--- src/rtl/riscv_v_bypass_net_if.sv ---
// Operand-forwarding bus between the V execute stage and the bypass network:
// live MEM/WB writes, scoreboard control, source reads and forwarded results.
interface riscv_v_bypass_net_if #(
   parameter int DATA_WIDTH = 128,
   parameter int NUM_SRCS   = 3,
   parameter int ADDR_WIDTH = 5
);
   localparam int NB = DATA_WIDTH / 8;

   logic                           flush;
   logic [NB-1:0]                  mem_wr_en;
   logic [ADDR_WIDTH-1:0]          mem_wr_addr;
   logic [DATA_WIDTH-1:0]          mem_wr_data;
   logic [NB-1:0]                  wb_wr_en;
   logic [ADDR_WIDTH-1:0]          wb_wr_addr;
   logic [DATA_WIDTH-1:0]          wb_wr_data;
   logic                           wb_pend_clr;
   logic                           pend_set;
   logic [ADDR_WIDTH-1:0]          pend_set_addr;
   logic [NUM_SRCS-1:0]            src_valid;
   logic [NUM_SRCS*ADDR_WIDTH-1:0] src_addr;
   logic [NUM_SRCS*DATA_WIDTH-1:0] src_rf_data;
   logic [NB-1:0]                  mask_rf;
   logic [NUM_SRCS*DATA_WIDTH-1:0] src_byp_data;
   logic [NB-1:0]                  mask_byp;
   logic                           stall;

   modport master (
      output flush, mem_wr_en, mem_wr_addr, mem_wr_data,
             wb_wr_en, wb_wr_addr, wb_wr_data, wb_pend_clr,
             pend_set, pend_set_addr, src_valid, src_addr, src_rf_data, mask_rf,
      input  src_byp_data, mask_byp, stall
   );

   modport slave (
      input  flush, mem_wr_en, mem_wr_addr, mem_wr_data,
             wb_wr_en, wb_wr_addr, wb_wr_data, wb_pend_clr,
             pend_set, pend_set_addr, src_valid, src_addr, src_rf_data, mask_rf,
      output src_byp_data, mask_byp, stall
   );
endinterface

--- src/rtl/riscv_v_bypass_net.sv ---
// Vector operand bypass: per-byte forwarding from MEM, WB and a retired-write
// history, plus a pending-write scoreboard that stalls readers of late results.
module riscv_v_bypass_net #(
   parameter int DATA_WIDTH  = 128,
   parameter int NUM_SRCS    = 3,
   parameter int HIST_DEPTH  = 2,
   parameter int ADDR_WIDTH  = 5,
   parameter int MASK_RF_POS = 0
) (
   input logic                  clk,
   input logic                  rst,
   riscv_v_bypass_net_if.slave  bus
);
   localparam int NB = DATA_WIDTH / 8;
   localparam int MB = DATA_WIDTH / 64;
   localparam int NREG = 2 ** ADDR_WIDTH;
   localparam logic [ADDR_WIDTH-1:0] MASK_ADDR = MASK_RF_POS[ADDR_WIDTH-1:0];

   logic [NB-1:0]         hist_en   [HIST_DEPTH];
   logic [ADDR_WIDTH-1:0] hist_addr [HIST_DEPTH];
   logic [DATA_WIDTH-1:0] hist_data [HIST_DEPTH];
   logic [NREG-1:0]       pending;

   logic [NUM_SRCS*DATA_WIDTH-1:0] byp_c;
   logic [NB-1:0]                  mask_c;
   logic                           stall_c;

   // Only the byte enables and pending bits need clearing; stale addr/data
   // behind a zero enable can never be selected.
   always_ff @(posedge clk or posedge rst) begin
      if (rst) begin
         for (int k = 0; k < HIST_DEPTH; k++) hist_en[k] <= '0;
         pending <= '0;
      end else if (bus.flush) begin
         for (int k = 0; k < HIST_DEPTH; k++) hist_en[k] <= '0;
         pending <= '0;
      end else begin
         hist_en[0] <= bus.wb_wr_en;
         for (int k = 1; k < HIST_DEPTH; k++) hist_en[k] <= hist_en[k-1];
         if (|bus.wb_wr_en && bus.wb_pend_clr) pending[bus.wb_wr_addr] <= 1'b0;
         // Issued after the clear so a new producer on the same register wins.
         if (bus.pend_set) pending[bus.pend_set_addr] <= 1'b1;
      end
   end

   always_ff @(posedge clk) begin
      hist_addr[0] <= bus.wb_wr_addr;
      hist_data[0] <= bus.wb_wr_data;
      for (int k = 1; k < HIST_DEPTH; k++) begin
         hist_addr[k] <= hist_addr[k-1];
         hist_data[k] <= hist_data[k-1];
      end
   end

   function automatic logic [7:0] resolve_byte(input logic [ADDR_WIDTH-1:0] a,
                                               input int b,
                                               input logic [7:0] fallback);
      logic [7:0] v;
      v = fallback;
      for (int k = HIST_DEPTH - 1; k >= 0; k--)
         if (hist_en[k][b] && hist_addr[k] == a) v = hist_data[k][b*8 +: 8];
      if (bus.wb_wr_en[b] && bus.wb_wr_addr == a) v = bus.wb_wr_data[b*8 +: 8];
      if (bus.mem_wr_en[b] && bus.mem_wr_addr == a) v = bus.mem_wr_data[b*8 +: 8];
      return v;
   endfunction

   always_comb begin
      byp_c   = '0;
      mask_c  = bus.mask_rf;
      stall_c = pending[MASK_ADDR];
      for (int i = 0; i < NUM_SRCS; i++) begin
         for (int b = 0; b < NB; b++)
            byp_c[i*DATA_WIDTH + b*8 +: 8] =
               resolve_byte(bus.src_addr[i*ADDR_WIDTH +: ADDR_WIDTH], b,
                            bus.src_rf_data[i*DATA_WIDTH + b*8 +: 8]);
         if (bus.src_valid[i] && pending[bus.src_addr[i*ADDR_WIDTH +: ADDR_WIDTH]])
            stall_c = 1'b1;
      end
      for (int b = 0; b < MB; b++)
         mask_c[b*8 +: 8] = resolve_byte(MASK_ADDR, b, bus.mask_rf[b*8 +: 8]);
   end

   assign bus.src_byp_data = byp_c;
   assign bus.mask_byp     = mask_c;
   assign bus.stall        = stall_c;
endmodule

--- src/flat_wrapper.sv ---
// flat-port wrapper written by rule: the top's interface ports become plain ports
module riscv_v_bypass_net_flat 
#(
   parameter int DATA_WIDTH  = 128,
   parameter int NUM_SRCS    = 3,
   parameter int HIST_DEPTH  = 2,
   parameter int ADDR_WIDTH  = 5,
   parameter int MASK_RF_POS = 0
)
  (clk, rst, bus_flush, bus_mem_wr_en, bus_mem_wr_addr, bus_mem_wr_data, bus_wb_wr_en, bus_wb_wr_addr, bus_wb_wr_data, bus_wb_pend_clr, bus_pend_set, bus_pend_set_addr, bus_src_valid, bus_src_addr, bus_src_rf_data, bus_mask_rf, bus_src_byp_data, bus_mask_byp, bus_stall);
  riscv_v_bypass_net_if #(.DATA_WIDTH(DATA_WIDTH), .NUM_SRCS(NUM_SRCS), .ADDR_WIDTH(ADDR_WIDTH)) bus_i ();
  input logic clk;
  input logic rst;
  input wire logic [$bits(bus_i.flush)-1:0] bus_flush;
  input wire logic [$bits(bus_i.mem_wr_en)-1:0] bus_mem_wr_en;
  input wire logic [$bits(bus_i.mem_wr_addr)-1:0] bus_mem_wr_addr;
  input wire logic [$bits(bus_i.mem_wr_data)-1:0] bus_mem_wr_data;
  input wire logic [$bits(bus_i.wb_wr_en)-1:0] bus_wb_wr_en;
  input wire logic [$bits(bus_i.wb_wr_addr)-1:0] bus_wb_wr_addr;
  input wire logic [$bits(bus_i.wb_wr_data)-1:0] bus_wb_wr_data;
  input wire logic [$bits(bus_i.wb_pend_clr)-1:0] bus_wb_pend_clr;
  input wire logic [$bits(bus_i.pend_set)-1:0] bus_pend_set;
  input wire logic [$bits(bus_i.pend_set_addr)-1:0] bus_pend_set_addr;
  input wire logic [$bits(bus_i.src_valid)-1:0] bus_src_valid;
  input wire logic [$bits(bus_i.src_addr)-1:0] bus_src_addr;
  input wire logic [$bits(bus_i.src_rf_data)-1:0] bus_src_rf_data;
  input wire logic [$bits(bus_i.mask_rf)-1:0] bus_mask_rf;
  output wire logic [$bits(bus_i.src_byp_data)-1:0] bus_src_byp_data;
  output wire logic [$bits(bus_i.mask_byp)-1:0] bus_mask_byp;
  output wire logic [$bits(bus_i.stall)-1:0] bus_stall;
  assign bus_i.flush = bus_flush;
  assign bus_i.mem_wr_en = bus_mem_wr_en;
  assign bus_i.mem_wr_addr = bus_mem_wr_addr;
  assign bus_i.mem_wr_data = bus_mem_wr_data;
  assign bus_i.wb_wr_en = bus_wb_wr_en;
  assign bus_i.wb_wr_addr = bus_wb_wr_addr;
  assign bus_i.wb_wr_data = bus_wb_wr_data;
  assign bus_i.wb_pend_clr = bus_wb_pend_clr;
  assign bus_i.pend_set = bus_pend_set;
  assign bus_i.pend_set_addr = bus_pend_set_addr;
  assign bus_i.src_valid = bus_src_valid;
  assign bus_i.src_addr = bus_src_addr;
  assign bus_i.src_rf_data = bus_src_rf_data;
  assign bus_i.mask_rf = bus_mask_rf;
  assign bus_src_byp_data = bus_i.src_byp_data;
  assign bus_mask_byp = bus_i.mask_byp;
  assign bus_stall = bus_i.stall;
  riscv_v_bypass_net #(.DATA_WIDTH(DATA_WIDTH), .NUM_SRCS(NUM_SRCS), .HIST_DEPTH(HIST_DEPTH), .ADDR_WIDTH(ADDR_WIDTH), .MASK_RF_POS(MASK_RF_POS)) u_core (.clk(clk), .rst(rst), .bus(bus_i));
endmodule
--- config.mk ---
export PLATFORM = sky130hd
export DESIGN_NAME = riscv_v_bypass_net_flat
export DESIGN_NICKNAME = d
export VERILOG_FILES = /design/src/rtl/riscv_v_bypass_net_if.sv /design/src/rtl/riscv_v_bypass_net.sv /design/src/flat_wrapper.sv
export SDC_FILE = /design/constraint.sdc
export NUM_CORES = 2
export LEC_CHECK = 0
export ABC_AREA = 0
export BUFFER_PORTS_ARGS = -buffer_cell sky130_fd_sc_hd__buf_4
export CAP_MARGIN = 20
export CORE_AREA = 2 2 440 442
export DETAILED_ROUTE_END_ITERATION = 7
export DIE_AREA = 0 0 442 444
export PLACE_DENSITY_LB_ADDON = 0.08
export REMOVE_ABC_BUFFERS = 1
export SLEW_MARGIN = 20
export SYNTH_ARGS = -nofsm -noshare
export SYNTH_HDL_FRONTEND = slang
export SYNTH_SLANG_ARGS = --single-unit
--- constraint.sdc ---
create_clock -name clk -period 2.42 [get_ports clk]
set_input_delay 0.242 -clock clk [delete_from_list [all_inputs] [get_ports clk]]
set_output_delay 0.242 -clock clk [all_outputs]
set_load 0.02 [all_outputs]
Word level (Yosys, flattened, before mapping)
Memory sizes are Yosys's and may differ from the RTL's.
Cells that the tools add are included.
{ "totals": {"reg_bits": 64, "memories": 2, "word_cells": 456, "output_inout_bits": 401, "rom_bits": 0, "ramBits": 266, "latchBits": 0} }
{ "memory_table": {"columns": ["name", "depth", "width", "read_ports", "rd_clocked_by_memory_dff", "wr", "line_no", "source"], "rows": [
  ["u_core.hist_data", 2, 128, 2, 0, 2, "riscv_v_bypass_net.sv:21", "logic [DATA_WIDTH-1:0] hist_data [HIST_DEPTH];"],
  ["u_core.hist_addr", 2, 5, 2, 0, 2, "riscv_v_bypass_net.sv:20", "logic [ADDR_WIDTH-1:0] hist_addr [HIST_DEPTH];"]
]} }
{ "classes": {"muxes": 218, "div": 0, "order_cmp": 7, "n_bitwise": 3, "n_reduce_logical": 211, "multipliers": 0, "n_eq_ne": 12, "n_shift": 0, "n_addsub": 0} }
{ "ops": {"columns": ["op", "count"], "rows": [
  ["8-bit two-way mux", 200],
  ["1-bit logical AND", 206],
  ["32-bit two-way mux", 5],
  ["5-bit equality test", 12],
  ["32-bit AND", 1],
  ["32-bit inverter", 1],
  ["32-bit bitwise OR", 1],
  ["5-bit by 6-bit less-than comparator with 1-bit output, second input constant", 5],
  ["5-bit zero test", 4],
  ["16-bit OR reduction", 1],
  ["1-bit binary-select mux with 5-bit select", 3],
  ["1-bit demux with 5-bit select", 2],
  ["5-bit by 1-bit >= comparator with 1-bit output, second input constant", 2],
  ["1-bit two-way mux", 8]
]} }

Depth between registers and ports, before layout
{ "depth": {"ltp_word": 11, "depth_mapped": 9, "ltp_nobuf": 5} }

Worst setup path before layout
OpenSTA, ideal clock, no wires.
{ "synth_path": {"path_kind": "register to output", "start": "memory u_core.hist_addr[1][0] (netlist: u_core.hist_addr[0][5])", "end": "output bus_mask_byp[0]", "setup_slack_ns": 0.072, "arrival_time_ns": 2.106, "path_stages_with_launch": 6, "path_buffers": 0, "cell_sequence": "dfxtp_1 or4_4 nor3_4 mux2i_1 a211o_1 a31oi_1"} }
{ "synth_lines": {"columns": ["element", "line_no", "source"], "rows": [
  ["from (decl)", "riscv_v_bypass_net.sv:20", null],
  ["to (decl)", "flat_wrapper.sv:29", "output wire logic [$bits(bus_i.mask_byp)-1:0] bus_mask_byp;"]
]} }

==> results.ini <==
[timing]
finalMaxSlewViolations=0
fin_worst_skew_ns=0.03203
period_minus_slack_ns=3.166
rsz0062_at_grt=true
fin_ws_ns=-0.7461
max_freq_mhz=315.8
setup_viol=401
fin_setup_tns_ns=-241.49
hold_viol_final=0
tightest_slew_ns=0.7371
fin_crit_sh_pct=130.8
max_slew_margin_pct=50.53

[synth]
ys_seq_area_share_pct=21.09
synth_area_sq_um=32840
avgSynthCellArea_sq_um=7.378
yosysWarnings=0
synthCells=4451
yosysUniqueCellTypes=46
synth-async-reset-ratio_pct=19.39
ys_ff_latch=330
synth-edff-count=0
synthFlopType=dfxtp_1

[worst_setup_path]
regToRegStartpoint=u_core.pending[10]
crit_type=reg -> out
ff2ff_path_depth=3
cp_data_arrival_time_ns=2.92
cpLargestDelayFamily=buffers and inverters
path_cells=xnor2_4 -> nand2_8 -> buf_16 -> buf_12 -> buf_4 -> o31a_1 -> o31ai_1 -> o22ai_1 -> buf_4 -> buf_4
reg2reg_slack_ns=1.16
required_ns=2.18
end_kind=primary output
path_max_fanout=6
critPathSlowestCell=dfxtp_4
cpPeakStageDelay_ns=0.40
cp_common_cell=buf_4
r2r_end=u_core.pending[10]
crit_buf_inv=5
start_kind=flip-flop

[placement]
port_buffers=1126
dp_slack_ns=-0.3910
place_congestion=0.9060
dp_cells=8324
place_area_sq_um=49970
hpwl_mm=210.5

[routing]
drc=0
ant_nets=0
vias_per_cell=5.399
routed-via-count=47200
drtIter0Drc=4127
drt_pass1_iterations=6
wl_per_cell_um=32.33
drt_wl_total_mm=282.6

[grt]
grt_overflow=0
grt_max_degree=51
antenna_found_initial=70
grt_first_pass_wirelength_mm=374.1
grt_pass1_vias=46590
grt_usage_pct=26.29

[cts]
cts-root-buf=clkbuf_16
cts_made_buffers=55
cts_num_sinks=330
h-tree-depth=2
clkLatencyLatePin_ns=0.70
cts.path.max_buffers=3
cts.clk_slew.worst_paths_ns=0.06
tritoncts=built

[cells_and_area]
layout_common_cells=buf_4, nor2_1, nand4b_1
final_common_cell=buf_4
layout-drive-gt1-share_pct=44.97
fin_cells=8741
nets=6846
syn_to_final_growth_pct=83.59
stdcell_area_sq_um=60300

[pwr]
p_int_mw=16.05
finalPower_mw=26.41
ir_drop_mv=0.4356
cellLeakagePower_nw=23.23
seqPwrFrac_pct=22.6
p_sw_share_pct=39.22
powerDensity_nw_per_um2=438.0
combPwrFrac_pct=42.9
p_sw_mw=10.36
clkPwrFrac_pct=34.5

[status]
status=complete, but fails checks
violations=negative setup slack

[floorplan]
dieArea_sq_um=196200
start_util_pct=17.14
rows=161
design.core.area_sq_um=191600
die_x_um=442
die_h_um=444
pin_count=1127

[min_path]
hp-class=in -> reg
hp-start=bus_pend_set
holdPathStages=5
min_to=u_core.pending[22]

[run]
drv_cap=0

-- what timing repair did --
| item | 4_1_cts | 5_1_grt |
|---|---|---|
| resized for setup | 406 | 528 |
| gates cloned | 7 | 28 |
| setup buffers | 44 | 51 |
| endpoints found under the hold margin | 199 | 0 |
| endpoints found under the setup margin | 401 | 402 |
| hold buffers | 158 | 0 |
| pin swaps | 42 | 118 |
-- power by group through the flow --
stage          clock network (mW)  logic (mW)  registers, mW
2_1_floorplan                   0        3.42           6.00
3_3_place_gp                    0        9.51           6.06
3_5_place_dp                    0        9.47           6.05
4_1_cts                      9.39        10.4           5.95
5_1_grt                      9.58        11.7           5.99
6_report                     9.12        11.3           5.96
-- how the worst max path moves through the flow --
stage	from	endpoint	slack [ns]	cells after the start
4_1_cts	u_core.hist_addr[0][7]	bus_src_byp_data[103]	-0.78	9
5_1_grt	u_core.hist_addr[0][9]	bus_src_byp_data[145]	-0.82	10
3_3_place_gp	bus_src_addr[14]	bus_src_byp_data[377]	-0.43	10
6_report	u_core.hist_addr[0][7]	bus_src_byp_data[100]	-0.75	10
3_5_place_dp	bus_src_addr[14]	bus_src_byp_data[377]	-0.39	10
2_1_floorplan	u_core.hist_addr[0][9]	bus_src_byp_data[0]	-4.51	5
-- through the flow --
| step | utilization [%] | hold slack [ns] |
|---|---|---|
| floorplan | - | 0.2697 |
| global placement | 26.09 | 0.3301 |
| detailed placement | 26.09 | 0.3273 |
| CTS | 29.36 | 0.01402 |
| global route | 31.46 | 0.05562 |
| finish | 31.47 | 0.08896 |
-- worst register-to-register path, cell delays in order (launching register included) --
cell	delay, ns
dfrtp_1	0.41
o21ai_0	0.09
a21oi_1	0.08
dlygate4sd3_1	0.57
-- flip-flops by register name, summed over array words and instances (netlist names) --
register          count
u_core.hist_addr     10
u_core.pending       32
u_core.hist_en       32
u_core.hist_data    256
-- cells by family after synthesis --
logic type | Yosys count | share of synthesized area [%]
AO/OA/AOI/OAI | 1687 | 37.73
AND/OR/NAND/NOR | 1575 | 28.27
buffers and inverters | 751 | 8.888
flip-flops | 330 | 21.09
XOR/XNOR | 60 | 1.600
multiplexers | 48 | 2.419
-- cell usage after synthesis, types with 32 or more instances --
library cell / instances / share of area [%]
o31a_1: 384 / 10
clkbuf_1: 472 / 5.4
nor2_1: 450 / 5.1
nand2_1: 191 / 2.2
nor4_1: 389 / 7.4
buf_2: 62 / 0.94
dfxtp_1: 266 / 16
o21ai_1: 48 / 0.73
inv_1: 163 / 1.9
and3_1: 52 / 0.99
dfrtp_1: 64 / 4.9
xor2_1: 39 / 1.0
buf_1: 50 / 0.57
o22ai_1: 384 / 7.3
nand3_1: 43 / 0.66
nand4b_1: 385 / 10
o21ai_0: 32 / 0.49
o21a_1: 384 / 8.8
o31ai_1: 384 / 8.8
-- layer usage --
layer	vias to the layer above	global-route usage (%)	part of all wire, %	wire length, um
li1	20890	-	-	-
met4	20	13.75	5.4	15240
met5	-	0	0.040	114
met2	2134	44.32	48	136300
met1	23650	32.64	41	116500
met3	504	3.347	5.1	14400
-- final cells by class --
type / count / area [sq um]
fill: 20550 / 131300
multi-input combinational: 3370 / 27200
timing repair buffer: 2200 / 20250
sequential: 330 / 6959
tap: 2526 / 3161
clock buffer: 79 / 1608
inverter: 163 / 614.3
clock inverter: 24 / 372.9
antenna: 49 / 122.6
No activity file was read; power rests on OpenSTA's default activity.
